`config.mk`:
```
export PLATFORM = sky130hd
export DESIGN_NAME = cla_addsub_pipe
export DESIGN_NICKNAME = d
export VERILOG_FILES = /design/src/rtl/cla_pkg.sv /design/src/rtl/cla_group.sv /design/src/rtl/cla_addsub_pipe.sv
export SDC_FILE = /design/constraint.sdc
export NUM_CORES = 1
export LEC_CHECK = 0
export CAP_MARGIN = 20
export CORE_MARGIN = 4
export CORE_UTILIZATION = 45
export CTS_CLUSTER_DIAMETER = 40
export DETAILED_ROUTE_END_ITERATION = 6
export PLACE_DENSITY = 0.8
export SYNTH_ARGS = -nofsm -noshare
export SYNTH_HDL_FRONTEND = slang
export SYNTH_HIERARCHICAL = 1
export SYNTH_SLANG_ARGS = --single-unit
```
`constraint.sdc`:
```
create_clock -name clk -period 5 [get_ports clk]
set_input_delay 1 -clock clk [delete_from_list [all_inputs] [get_ports clk]]
set_output_delay 1 -clock clk [all_outputs]
set_load 0.01 [all_outputs]
```
`src/rtl/cla_pkg.sv`:
```
`default_nettype none
// ============================================================================
//  Module : cla_pkg
//  Brief  : Shared constants and helpers for the pipelined carry-lookahead
//           adder/subtractor: default operand/group sizes, group count and
//           the two's-complement saturation limits for a given width.
//  Rev    : 1.0 - initial release
// ============================================================================
package cla_pkg;

   localparam int c_default_width = 16;
   localparam int c_default_group = 4;
   // Saturation limits are produced as 64-bit values and sliced by the user.
   localparam int c_max_width     = 64;

   // Number of lookahead groups across the operand; 0 flags an unusable GROUP.
   function automatic int cla_ngroups(input int width, input int group);
      if (group < 1) begin
         return 0;
      end
      return width / group;
   endfunction

   // Largest positive value representable in 'width' bits: 2^(width-1)-1.
   function automatic logic [63:0] cla_sat_max(input int width);
      return (64'd1 << (width - 1)) - 64'd1;
   endfunction

   // Most negative value representable in 'width' bits: -2^(width-1).
   function automatic logic [63:0] cla_sat_min(input int width);
      return 64'd1 << (width - 1);
   endfunction

endpackage
`default_nettype wire

```
`src/rtl/cla_group.sv`:
```
`default_nettype none
// ============================================================================
//  Module : cla_group
//  Brief  : GROUP-bit combinational carry-lookahead slice. Produces the slice
//           sum for a given carry-in plus the group generate / propagate
//           terms used by the next lookahead level.
//  Ports  : a, b  - slice operands (b already inverted for subtraction)
//           cin   - carry into the slice
//           sum   - slice sum
//           gg    - group generate (carry out when cin = 0)
//           pg    - group propagate (carry in passes straight through)
//  Rev    : 1.0 - initial release
// ============================================================================
module cla_group
   import cla_pkg::*;
#(
   parameter int GROUP = c_default_group
) (
   input  logic [GROUP-1:0] a,
   input  logic [GROUP-1:0] b,
   input  logic             cin,
   output logic [GROUP-1:0] sum,
   output logic             gg,
   output logic             pg
);

   logic [GROUP-1:0] w_g;
   logic [GROUP-1:0] w_p;
   logic [GROUP-1:0] w_c;
   logic             w_gg;

   assign w_g = a & b;
   assign w_p = a ^ b;

   // Written as a recurrence; it unrolls to flat lookahead terms per bit.
   always_comb begin
      w_c    = '0;
      w_c[0] = cin;
      w_gg   = 1'b0;
      for (int i = 1; i < GROUP; i++) begin
         w_c[i] = w_g[i-1] | (w_p[i-1] & w_c[i-1]);
      end
      for (int i = 0; i < GROUP; i++) begin
         w_gg = w_g[i] | (w_p[i] & w_gg);
      end
   end

   assign sum = w_p ^ w_c;
   assign gg  = w_gg;
   assign pg  = &w_p;

endmodule
`default_nettype wire

```
`src/rtl/cla_addsub_pipe.sv`:
```
`default_nettype none
// ============================================================================
//  Module : cla_addsub_pipe
//  Brief  : Pipelined carry-lookahead adder/subtractor. The NGROUPS lookahead
//           groups are split evenly over STAGES register stages; each stage
//           resolves its groups from the carry handed over by the previous
//           stage. Valid/ready handshake on both sides, one result per cycle.
//  Ports  : clk, rst             - clock, synchronous active-high reset
//           in_valid / in_ready  - operand handshake
//           a, b, sub            - operands; sub=1 computes a-b
//           sat                  - clamp on signed overflow (optional)
//           out_valid / out_ready- result handshake
//           sum, cout, ovfl, zero- result and flags
//  Config : define CLA_ADDSUB_SATURATE_EN to add the sat input and the
//           signed saturation of the result.
//  Rev    : 1.0 - initial release
// ============================================================================
module cla_addsub_pipe
   import cla_pkg::*;
#(
   parameter int WIDTH  = c_default_width,
   parameter int GROUP  = c_default_group,
   parameter int STAGES = 1
) (
   input  logic             clk,
   input  logic             rst,
   input  logic             in_valid,
   output logic             in_ready,
   input  logic [WIDTH-1:0] a,
   input  logic [WIDTH-1:0] b,
   input  logic             sub,
`ifdef CLA_ADDSUB_SATURATE_EN
   input  logic             sat,
`endif
   output logic             out_valid,
   input  logic             out_ready,
   output logic [WIDTH-1:0] sum,
   output logic             cout,
   output logic             ovfl,
   output logic             zero
);

   localparam int c_ngroups = cla_ngroups(WIDTH, GROUP);
   localparam int c_gps     = (STAGES > 0) ? c_ngroups / STAGES : 1;
   localparam int c_sbits   = c_gps * GROUP;
   localparam int c_last    = STAGES - 1;

   if ((GROUP < 1) || (STAGES < 1) || (WIDTH < 1) || (WIDTH > c_max_width) ||
       ((WIDTH % GROUP) != 0) || ((c_ngroups % STAGES) != 0)) begin : g_param_check
      $error("cla_addsub_pipe: illegal parameters WIDTH=%0d GROUP=%0d STAGES=%0d",
             WIDTH, GROUP, STAGES);
   end

   // Output register set (register of the last stage)
   logic             r_out_v;
   logic [WIDTH-1:0] r_sum;
   logic             r_cout;
   logic             r_ovfl;
   logic             r_zero;

   // ------------------------------------------------------------------------
   // Stage k: combinational resolution of its groups. The registers holding
   // the hand-over from stage k-1 live in stage k (g_regs); the last stage
   // feeds the output register set directly.
   // ------------------------------------------------------------------------
   for (genvar k = 0; k < STAGES; k++) begin : g_stage
      localparam int c_rin  = WIDTH - k * c_sbits;     // operand bits still unresolved
      localparam int c_done = (k + 1) * c_sbits;       // sum bits resolved after this stage

      logic [c_rin-1:0]   w_a_in;
      logic [c_rin-1:0]   w_b_in;                    // already holds the effective (inverted) B
      logic               w_c_in;
      logic               w_v_in;
      logic               w_v_out;
      logic               w_nxt_ready;
      logic               w_adv;
      logic               w_load;
      logic [c_gps:0]     w_gc;                      // [0] seed carry, [c_gps] hand-over carry
      logic [c_gps-1:0]   w_gg;
      logic [c_gps-1:0]   w_gp;
      logic [c_sbits-1:0] w_grp_sum;
      logic [c_done-1:0]  w_psum_out;
`ifdef CLA_ADDSUB_SATURATE_EN
      logic               w_sat_in;
`endif

      if (k == 0) begin : g_src
         assign w_a_in     = a;
         assign w_b_in     = b ^ {WIDTH{sub}};
         assign w_c_in     = sub;
         assign w_v_in     = in_valid;
         assign w_psum_out = w_grp_sum;
`ifdef CLA_ADDSUB_SATURATE_EN
         assign w_sat_in   = sat;
`endif
      end else begin : g_regs
         localparam int c_prev_rin = c_rin + c_sbits;

         logic                 r_v;
         logic [c_rin-1:0]     r_a;
         logic [c_rin-1:0]     r_b;
         logic                 r_c;
         logic [k*c_sbits-1:0] r_psum;
`ifdef CLA_ADDSUB_SATURATE_EN
         logic                 r_sat;
`endif

         always_ff @(posedge clk) begin
            if (rst) begin
               r_v    <= 1'b0;
               r_a    <= '0;
               r_b    <= '0;
               r_c    <= 1'b0;
               r_psum <= '0;
`ifdef CLA_ADDSUB_SATURATE_EN
               r_sat  <= 1'b0;
`endif
            end else if (g_stage[k-1].w_load) begin
               r_v <= g_stage[k-1].w_v_in;
               // Data only moves with a real transfer; bubbles leave it untouched.
               if (g_stage[k-1].w_v_in) begin
                  r_a    <= g_stage[k-1].w_a_in[c_prev_rin-1:c_sbits];
                  r_b    <= g_stage[k-1].w_b_in[c_prev_rin-1:c_sbits];
                  r_c    <= g_stage[k-1].w_gc[c_gps];
                  r_psum <= g_stage[k-1].w_psum_out;
`ifdef CLA_ADDSUB_SATURATE_EN
                  r_sat  <= g_stage[k-1].w_sat_in;
`endif
               end
            end
         end

         assign w_a_in     = r_a;
         assign w_b_in     = r_b;
         assign w_c_in     = r_c;
         assign w_v_in     = r_v;
         assign w_psum_out = {w_grp_sum, r_psum};
`ifdef CLA_ADDSUB_SATURATE_EN
         assign w_sat_in   = r_sat;
`endif
      end

      // Handshake: the register after this stage may load when it is empty or
      // its content leaves this cycle, so ready ripples back from out_ready.
      if (k == STAGES - 1) begin : g_tail
         assign w_v_out     = r_out_v;
         assign w_nxt_ready = out_ready;
      end else begin : g_body
         assign w_v_out     = g_stage[k+1].g_regs.r_v;
         assign w_nxt_ready = g_stage[k+1].w_load;
      end

      assign w_adv  = w_v_out & w_nxt_ready;
      assign w_load = ~w_v_out | w_adv;

      for (genvar j = 0; j < c_gps; j++) begin : g_grp
         cla_group #(
            .GROUP (GROUP)
         ) u_grp (
            .a   (w_a_in[j*GROUP +: GROUP]),
            .b   (w_b_in[j*GROUP +: GROUP]),
            .cin (w_gc[j]),
            .sum (w_grp_sum[j*GROUP +: GROUP]),
            .gg  (w_gg[j]),
            .pg  (w_gp[j])
         );
      end

      // Group-level lookahead seeded by the carry entering this stage.
      always_comb begin
         w_gc    = '0;
         w_gc[0] = w_c_in;
         for (int j = 0; j < c_gps; j++) begin
            w_gc[j+1] = w_gg[j] | (w_gp[j] & w_gc[j]);
         end
      end
   end

   // ------------------------------------------------------------------------
   // Final stage: flags, optional clamp, output register set
   // ------------------------------------------------------------------------
   logic             w_last_load;
   logic             w_last_v_in;
   logic [WIDTH-1:0] w_raw_sum;
   logic             w_raw_cout;
   logic             w_a_msb;
   logic             w_b_msb;
   logic             w_raw_ovfl;
   logic [WIDTH-1:0] w_fin_sum;

   assign w_last_load = g_stage[c_last].w_load;
   assign w_last_v_in = g_stage[c_last].w_v_in;
   assign w_raw_sum   = g_stage[c_last].w_psum_out;
   assign w_raw_cout  = g_stage[c_last].w_gc[c_gps];
   assign w_a_msb     = g_stage[c_last].w_a_in[c_sbits-1];
   assign w_b_msb     = g_stage[c_last].w_b_in[c_sbits-1];
   assign w_raw_ovfl  = (w_a_msb == w_b_msb) && (w_raw_sum[WIDTH-1] != w_a_msb);

`ifdef CLA_ADDSUB_SATURATE_EN
   localparam logic [63:0] c_sat_max64 = cla_sat_max(WIDTH);
   localparam logic [63:0] c_sat_min64 = cla_sat_min(WIDTH);

   // On overflow both operands share a sign; that sign picks the rail.
   assign w_fin_sum = (g_stage[c_last].w_sat_in && w_raw_ovfl) ?
                      (w_a_msb ? c_sat_min64[WIDTH-1:0] : c_sat_max64[WIDTH-1:0]) :
                      w_raw_sum;
`else
   assign w_fin_sum = w_raw_sum;
`endif

   always_ff @(posedge clk) begin
      if (rst) begin
         r_out_v <= 1'b0;
         r_sum   <= '0;
         r_cout  <= 1'b0;
         r_ovfl  <= 1'b0;
         r_zero  <= 1'b0;
      end else if (w_last_load) begin
         r_out_v <= w_last_v_in;
         if (w_last_v_in) begin
            r_sum  <= w_fin_sum;
            r_cout <= w_raw_cout;
            r_ovfl <= w_raw_ovfl;
            r_zero <= (w_fin_sum == '0);
         end
      end
   end

   assign in_ready  = g_stage[0].w_load;
   assign out_valid = r_out_v;
   assign sum       = r_sum;
   assign cout      = r_cout;
   assign ovfl      = r_ovfl;
   assign zero      = r_zero & r_out_v;

endmodule
`default_nettype wire

```
==> impl_metrics.toml, run 1 <==
[status]
run_status = "finished clean"

[layout]
layoutNonFillerInstCount = 291
layout.cells.most_common = "clkdlybuf4s50_1"
nets = 312
final_cell_mix = "clkdlybuf4s50_1, nand2_1, a21oi_1"
footprint_of_the_multi_input_gates_mm2 = 0.00109
drive_above_1_share_pct = 4.08
design_area_mm2 = 0.00226
area.growth.synth_to_final_pct = 40.6
ant_diodes = 0
layout.filler_cells = 284
regArea_um2 = 400

[pwr]
p_per_cell_area_mw_per_mm2 = 226
power_frac_comb_pct = 49.5
power.share.sequential_pct = 36.5
intPower_uw = 335
power.leakage_nw = 0.998
vdd_drop_max_uv = 87.5
sw_frac_of_total_pct = 34.6
net-switching-power_uw = 177
clock_power_share_pct = 14.0

[global_route]
grt_busiest_layer = "met2"
initial_antenna_violation_count = 0
grt_overall_usage_pct = 15.7
groute.layer.met2.usage_pct = 28.2
first_global_vias = 1334
globalRouteOverflowTotal = 0
grt_first_pass_wirelength_mm = 5.60
grt.met3_usage_pct = 0.666
grt_max_degree = 22
use_met1_pct = 20.3

[place]
placement.cell_area_mm2 = 0.00224
dp.final_hpwl_mm = 3.10
portBuffers = 57
placed_cells = 288
place_congestion = 0.829

[floorplan]
dieArea_mm2 = 0.00459
die_h_um = 67.8
die_extent_in_x_um = 67.8
floorplan.initialDensity_pct = 47.4
coreArea_mm2 = 0.00339
core.rowCount = 21
pin_count = 58

[setup_path]
critPathSlowestCell = "clkdlybuf4s50_1"
largest_driver_fanout_on_the_critical_path = 4
end_kind = "register"
critPathLaunch = "b[1]"
timing.rr.start = "out_valid"
critical_path_startpoint_category = "primary input"
cp.arrival_ns = 4.72
crit_type = "in -> reg"
worst-r2r-setup-slack_ns = 3.49
cpPeakStageDelay_ns = 0.48
required_ns = 5.20
crit_chain = "clkdlybuf4s50_1 > xor2_1 > ha_1 > a21oi_1 > o21ai_1 > a21o_1 > a21o_1 > a21o_1 > inv_1 > fa_1 > inv_1 > fa_1 > fa_1 > xor2_1 > or3b_1 > a311oi_2"

[synthesis]
synth_nets = 252
synth_top_cell_area_share_pct = 24.9
synth.yosys.seq_area_share_pct = 24.9
synthesis.area_mm2 = 0.00161
synth_cells = 187
synth-seq-cells = 20
synth_area_per_cell_um2 = 8.60
yosys_warnings = 6
yosys-top-cells-area = "dfxtp_1, fa_1, ha_1"
synth_largest_area_cell = "dfxtp_1"
number_of_distinct_library_cells_after_synthesis = 26

[timing]
setup_viol = 0
report.final.slew_viol_count = 0
maxSlewHeadroom_pct = 50.5
achievable_frequency_mhz = 221
worst_slew_pin_slew_ns = 0.740
fin_skew_ns = 0.00253
rsz0062_at_grt = "no"
period_minus_slack_ns = 4.52
final_clock_period_utilization_by_the_worst_path_pct = 90.4
hold_violations = 0

[clock_network]
post_cts_resized = 0
clock-root-buffer = "clkbuf_4"
clock_sinks = 20
ctsHtreeMaxLevel = 1
clkTransAtPathRegs_ns = 0.10
insertion_delay_ns = 0.29
cts_buffer_depth = 2
tritoncts_clock_tree = "yes"
cts-buffers-inserted = 3
post_cts_hold_buffer_count = 0
post_cts_buffers = 0

[hold_path]
class_of_the_worst_hold_path = "reg -> reg"
min-delay-start = "sum[13]"

[flow_run]
number_of_max_cap_violations = 0

[detailed_routing]
detailroute.via_count = 1426
final_antenna_net_count = 0
drt_wl_total_mm = 3.58
router_iterations_before_antenna_repair = 4
drtIter0Drc = 53
drt-wirelength-per-cell_um = 12.3
vias_per_cell = 4.90
detailed_route_drc_error_count = 0
==> path summary, 6_finish.rpt <==
path / cells past startpoint / end
min reg2reg: 2 / sum[13]
max reg2reg: 4 / cout
max: 16 / ovfl
min: 2 / sum[13]
==> layer usage <==
layer | share of wire [%] | wire length (um)
met1 | 44 | 1560
met2 | 51 | 1840
met3 | 4.1 | 146
met4 | 0.87 | 31
met5 | 0 | 0
==> worst max-delay path, delay by kind of cell <==
| kind | cells | cell delay [ns] |
|---|---|---|
| AO/OA/AOI/OAI | 6 | 1.02 |
| XOR/XNOR | 2 | 0.51 |
| adder cells (fa/ha/maj) | 4 | 1.20 |
| buffers and inverters | 3 | 0.60 |
| AND/OR/NAND/NOR | 1 | 0.39 |
==> layout make-up <==
class                   instances  area share (%)
multi-input cells             139            48.3
repair buffers                 62            27.0
flip-flops and latches         20            17.7
inverters                      21            3.49
well taps                      46            2.55
clock buffers                   3           0.996
==> power groups by stage <==
stage / sequential, mW / clock [mW] / combinational (mW)
finish: 0.187 / 0.0714 / 0.253
global route: 0.190 / 0.0782 / 0.286
CTS: 0.187 / 0.0728 / 0.255
detailed placement: 0.191 / 0 / 0.254
global placement: 0.191 / 0 / 0.247
floorplan: 0.199 / 0 / 0.135
==> per-stage QoR <==
step / setup TNS [ns] / total power, mW / hold WS (ns) / utilization [%] / worst slack (ns)
final: 0 / 0.512 / 0.458 / 66.7 / 0.482
after global routing: 0 / 0.554 / 0.490 / 66.7 / 0.239
after CTS: 0 / 0.515 / 0.462 / 66.6 / 0.239
after detailed placement: -0.0577 / 0.445 / 0.448 / 66.0 / -0.0577
after global placement: 0 / 0.438 / 0.443 / 66.0 / 0.0704
after floorplan: 0 / 0.334 / 0.432 / - / 0.694
==> synthesized netlist by cell type <==
| master | instances |
|---|---|
| a21o_1 | 3 |
| a311oi_2 | 1 |
| nand3b_1 | 1 |
| nand4_1 | 1 |
| inv_1 | 21 |
| xor2_2 | 1 |
| and4_1 | 4 |
| nor3b_1 | 1 |
| o21ai_1 | 4 |
| nand2b_1 | 1 |
| xor2_1 | 19 |
| nor2_1 | 2 |
| nor4_1 | 2 |
| or3b_1 | 1 |
| clkbuf_1 | 3 |
| or4_1 | 2 |
| ha_1 | 16 |
| fa_1 | 12 |
| and2_1 | 2 |
| buf_2 | 3 |
| buf_6 | 1 |
| a21oi_1 | 26 |
| dfxtp_1 | 20 |
| nand2_1 | 38 |
| mux2i_1 | 1 |
| o2bb2ai_1 | 1 |
==> registers in the layout, indices dropped and copies added, names as in the netlist <==
register / cells
r_zero: 1
ovfl: 1
sum: 16
out_valid: 1
cout: 1
==> kinds of logic (layout without fill, tap and decap cells) <==
family | count (synthesis) | in the layout | share of synthesized area [%]
multiplexers | 1 | 1 | 0.623
flip-flops | 20 | 20 | 24.9
AO/OA/AOI/OAI | 35 | 35 | 12.2
AND/OR/NAND/NOR | 55 | 55 | 16.3
XOR/XNOR | 20 | 20 | 11.4
buffers and inverters | 28 | 86 | 7.24
adder cells (fa/ha/maj) | 28 | 28 | 27.4
Power figures use the tool's default switching activity.
==> inputs of run 2 (changes only) <==
--- a/config.mk
+++ b/config.mk
@@ -10,6 +10,7 @@
 export CORE_UTILIZATION = 45
 export CTS_CLUSTER_DIAMETER = 40
 export DETAILED_ROUTE_END_ITERATION = 6
+export GPL_TIMING_DRIVEN = 0
 export PLACE_DENSITY = 0.8
 export SYNTH_ARGS = -nofsm -noshare
 export SYNTH_HDL_FRONTEND = slang
==> impl_metrics.toml, run 2 (synthesis gave the netlist of run 1 again) <==
[status]
run_status = "finished clean"

[hold_path]
class_of_the_worst_hold_path = "reg -> reg"

[floorplan]
pin_count = 58
coreArea_mm2 = 0.00339
die_h_um = 67.8
core.rowCount = 21
die_extent_in_x_um = 67.8
dieArea_mm2 = 0.00459
floorplan.initialDensity_pct = 47.4

[layout]
fin_util_pct = 67.1
area.growth.synth_to_final_pct = 41.6
nets = 314
layout.filler_cells = 301
final_cell_mix = "clkdlybuf4s50_1, nand2_1, a21oi_1"
footprint_of_the_multi_input_gates_mm2 = 0.00111
ant_diodes = 0
drive_above_1_share_pct = 4.45
regArea_um2 = 400
layout.cells.most_common = "clkdlybuf4s50_1"
design_area_mm2 = 0.00228
largest_register_ffs = 16

[clock_network]
tritoncts_clock_tree = "yes"
clkTransAtPathRegs_ns = 0.10
post_cts_buffers = 0
ctsHtreeMaxLevel = 1
insertion_delay_ns = 0.29
cts-buffers-inserted = 3
cts_buffer_depth = 2
clock-root-buffer = "clkbuf_4"
clock_sinks = 20

[timing]
hold_violations = 0
hold_worst_slack_ns = 0.458
maxSlewHeadroom_pct = 70.5
worst_slew_pin_slew_ns = 0.442
achievable_frequency_mhz = 208
final_clock_period_utilization_by_the_worst_path_pct = 96.2
rsz0062_at_grt = "no"
period_minus_slack_ns = 4.81
setup_viol = 0
report.final.slew_viol_count = 0
final.setup.worst_slack_ns = 0.190
timing.setup.tns_ns = 0
fin_skew_ns = 0.00367

[global_route]
grt_overall_usage_pct = 16.7
grt.met3_usage_pct = 0.666
grt_first_pass_wirelength_mm = 5.89
first_global_vias = 1310
groute.layer.met2.usage_pct = 28.9
initial_antenna_violation_count = 0
globalRouteOverflowTotal = 0
use_met1_pct = 22.7
grt_max_degree = 11
grt_busiest_layer = "met2"

[flow_run]
number_of_max_cap_violations = 0

[pwr]
vdd_drop_max_uv = 86.8
p_per_cell_area_mw_per_mm2 = 227
power.leakage_nw = 0.989

[place]
dp.final_hpwl_mm = 3.13
place_congestion = 0.845
placement.cell_area_mm2 = 0.00224
pre_cts_setup_slack_ns = -0.217
portBuffers = 57

[setup_path]
end_kind = "register"
largest_driver_fanout_on_the_critical_path = 10
required_ns = 5.22
crit_type = "in -> reg"
cp.arrival_ns = 5.03
critical_path_startpoint_category = "primary input"

[detailed_routing]
drt-wirelength-per-cell_um = 12.5
drtIter0Drc = 91
router_iterations_before_antenna_repair = 4
drt_wl_total_mm = 3.67
detailed_route_drc_error_count = 0
detailroute.via_count = 1423
vias_per_cell = 4.86
final_antenna_net_count = 0
-- run 2: cell types whose count changed in the layout (fill, tap and decap cells not counted), sizes merged --
| cell | before | now |
|---|---|---|
| buf | 5 | 3 |
| clkbuf | 3 | 7 |
| clkdlybuf4s50 | 56 | 57 |
| dlymetal6s2s | 1 | 0 |
-- run 2: area by class of cell --
cell class                 instances  area share, %
buffer                             7           1.76
clock buffer                       3          0.990
inverter                          21           3.46
multi-input combinational        139           48.6
sequential                        20           17.6
tap                               46           2.53
timing repair buffer              57           25.1
-- run 2: where the power goes --
group / switching (mW) / internal, mW / leakage (nW)
Sequential: 0.00866 / 0.178 / 0.165
Clock: 0.0456 / 0.0281 / 0.0138
Combinational: 0.128 / 0.129 / 0.811
Total: 0.182 / 0.335 / 0.989
-- run 2: path summary, 6_finish.rpt --
path             start       to  slack (ns)  cells after the start
max                sub     ovfl        0.19                     16
min reg2reg    sum[14]  sum[14]        0.46                      2
min            sum[14]  sum[14]        0.46                      2
max reg2reg  out_valid  sum[11]        3.75                      5
-- run 2: critical path: stages --
cell	delay (ns)
clkdlybuf4s50_1	0.51
buf_6	0.16
clkbuf_4	0.26
xor2_1	0.27
ha_1	0.29
and4_1	0.21
a21o_1	0.17
a21o_1	0.20
inv_1	0.07
fa_1	0.16
inv_1	0.06
fa_1	0.38
fa_1	0.43
xor2_2	0.25
or3b_1	0.39
a311oi_2	0.22
-- run 2: metrics by stage --
stage / power (mW) / instances
after CTS: 0.515 / 293
final: 0.517 / 293
after global placement: 0.435 / 290
after global routing: 0.557 / 293
after floorplan: 0.334 / 187
after detailed placement: 0.443 / 290
-- run 2: what timing repair did --
action / CTS / global route
hold buffers: 0 / 0
gates resized for setup: 0 / 3
endpoints found under the setup margin: 0 / 2
-- run 2: routing by layer --
| metal | up-vias | share of wire, % |
|---|---|---|
| met5 | - | 0 |
| met4 | 0 | 1.2 |
| met3 | 4 | 4.5 |
| met2 | 37 | 50 |
| met1 | 649 | 45 |
| li1 | 733 | - |
==> inputs of run 3 (changes only) <==
--- a/config.mk
+++ b/config.mk
@@ -11,7 +11,7 @@
 export CTS_CLUSTER_DIAMETER = 40
 export DETAILED_ROUTE_END_ITERATION = 6
 export GPL_TIMING_DRIVEN = 0
-export PLACE_DENSITY = 0.8
+export PLACE_DENSITY = 0.81
 export SYNTH_ARGS = -nofsm -noshare
 export SYNTH_HDL_FRONTEND = slang
 export SYNTH_HIERARCHICAL = 1
==> impl_metrics.toml, run 3 (synthesis gave the netlist of run 1 again) <==
[detailed_routing]
detailroute.via_count = 1424
vias_per_cell = 4.84
drtIter0Drc = 107
drt_wl_total_mm = 3.49
router_iterations_before_antenna_repair = 4
drt-wirelength-per-cell_um = 11.9
final_antenna_net_count = 0
detailed_route_drc_error_count = 0

[setup_path]
crit_chain = "clkdlybuf4s50_1 > buf_6 > buf_2 > xor2_1 > ha_1 > a21oi_1 > o21ai_1 > a21o_1 > a21o_1 > inv_1 > fa_1 > inv_1 > fa_1 > fa_1 > xor2_2 > or3b_1 > a311oi_2"
critPathLaunch = "sub"
worstReg2RegEnd = "sum[8]"
timing.rr.start = "out_valid"
ff2ff_path_depth = 5
cp.arrival_ns = 5.02
crit_type = "in -> reg"
largest_driver_fanout_on_the_critical_path = 10
end_kind = "register"
required_ns = 5.24
worst-r2r-setup-slack_ns = 3.68
cell_mode_on_critical_path = "fa_1"
critPathSlowestCell = "clkdlybuf4s50_1"
cpPeakStageDelay_ns = 0.49
critical_path_startpoint_category = "primary input"

[layout]
regArea_um2 = 400
layout.filler_cells = 285
ant_diodes = 0
area.growth.synth_to_final_pct = 41.8
fin_util_pct = 67.3
nets = 314
final_cell_mix = "clkdlybuf4s50_1, nand2_1, a21oi_1"
layout.cells.most_common = "clkdlybuf4s50_1"
footprint_of_the_multi_input_gates_mm2 = 0.00110
drive_above_1_share_pct = 4.44
largest_register_ffs = 16

[pwr]
vdd_drop_max_uv = 88.5
power.leakage_nw = 0.994
p_per_cell_area_mw_per_mm2 = 235

[clock_network]
tritoncts_clock_tree = "yes"
ctsHtreeMaxLevel = 1
post_cts_hold_buffer_count = 0
clock-root-buffer = "clkbuf_4"
insertion_delay_ns = 0.31
cts_buffer_depth = 2
clkTransAtPathRegs_ns = 0.12
cts-buffers-inserted = 3
clock_sinks = 20

[floorplan]
pin_count = 58
die_h_um = 67.8
die_extent_in_x_um = 67.8
floorplan.initialDensity_pct = 47.4
coreArea_mm2 = 0.00339
dieArea_mm2 = 0.00459
core.rowCount = 21

[place]
portBuffers = 57
place_congestion = 0.819
pre_cts_setup_slack_ns = -0.169
dp.final_hpwl_mm = 2.97

[timing]
report.final.slew_viol_count = 0
maxSlewHeadroom_pct = 70.4
rsz0062_at_grt = "no"
hold_violations = 0
period_minus_slack_ns = 4.78
worst_slew_pin_slew_ns = 0.444
timing.setup.tns_ns = 0
fin_skew_ns = 0.00997
final_clock_period_utilization_by_the_worst_path_pct = 95.6
final.setup.worst_slack_ns = 0.222
setup_viol = 0
achievable_frequency_mhz = 209

[hold_path]
class_of_the_worst_hold_path = "reg -> reg"
hold-path-cell-count = 2
min-delay-start = "sum[5]"
worst_hold_path.endpoint = "sum[5]"

[global_route]
grt_max_degree = 12
grt_overall_usage_pct = 15.8
globalRouteOverflowTotal = 0
first_global_vias = 1316
grt_first_pass_wirelength_mm = 5.66
initial_antenna_violation_count = 0

[flow_run]
number_of_max_cap_violations = 0

[status]
run_status = "finished clean"
## run 3: stage by stage
stage	hold WS [ns]	cells	total power, mW	instance area, um^2
6_report	0.460	294	0.536	2280
3_3_place_gp	0.444	290	0.435	2240
3_5_place_dp	0.448	290	0.441	2240
5_1_grt	0.479	294	0.575	2280
2_1_floorplan	0.432	187	0.334	1610
4_1_cts	0.462	294	0.534	2270
## run 3: metal layers
metal,share of wire [%],track usage [%],up-vias
li1,-,-,733
met1,47,22.8,646
met2,47,24.7,40
met3,4.4,0.998,5
met4,1.6,5.96,0
met5,0,0,-
## run 3: area by class of cell
type,instances,share of cell area (%)
Clock buffer,4,1.59
Sequential cell,20,17.6
Multi-Input combinational cell,139,48.2
Timing Repair Buffer,57,25.0
Buffer,7,1.65
Tap cell,46,2.52
Inverter,21,3.46
## run 3: how the worst max path moves through the flow
stage                      end  slack [ns]  cells after the start
after global placement    ovfl       -0.14                     17
after global routing      ovfl       0.001                     17
final                     ovfl        0.22                     17
after CTS                 ovfl        0.15                     17
after detailed placement  ovfl       -0.17                     17
after floorplan           ovfl        0.69                     16
## run 3: repair_timing
action | in CTS | in global routing
endpoints found under the setup margin | 0 | 1
endpoints found under the hold margin | 0 | 0
setup buffers | 0 | 0
resized for setup | 0 | 1
## run 3: critical path: cells and delay by family
kind | cells | cell delay, ns
xor gates and xnor gates | 2 | 0.51
and+or+nand+nor | 1 | 0.38
AOI/OAI and AO/OA | 5 | 0.81
buffers and inverters | 5 | 1.06
adders and majority gates | 4 | 1.25
## run 3: where the power goes
part | total [mW] | internal (mW) | switching (mW) | leakage (nW)
clock | 0.0969 | 0.0446 | 0.0524 | 0.0210
combinational | 0.252 | 0.128 | 0.124 | 0.809
sequential | 0.187 | 0.178 | 0.00921 | 0.165
total | 0.536 | 0.350 | 0.185 | 0.994
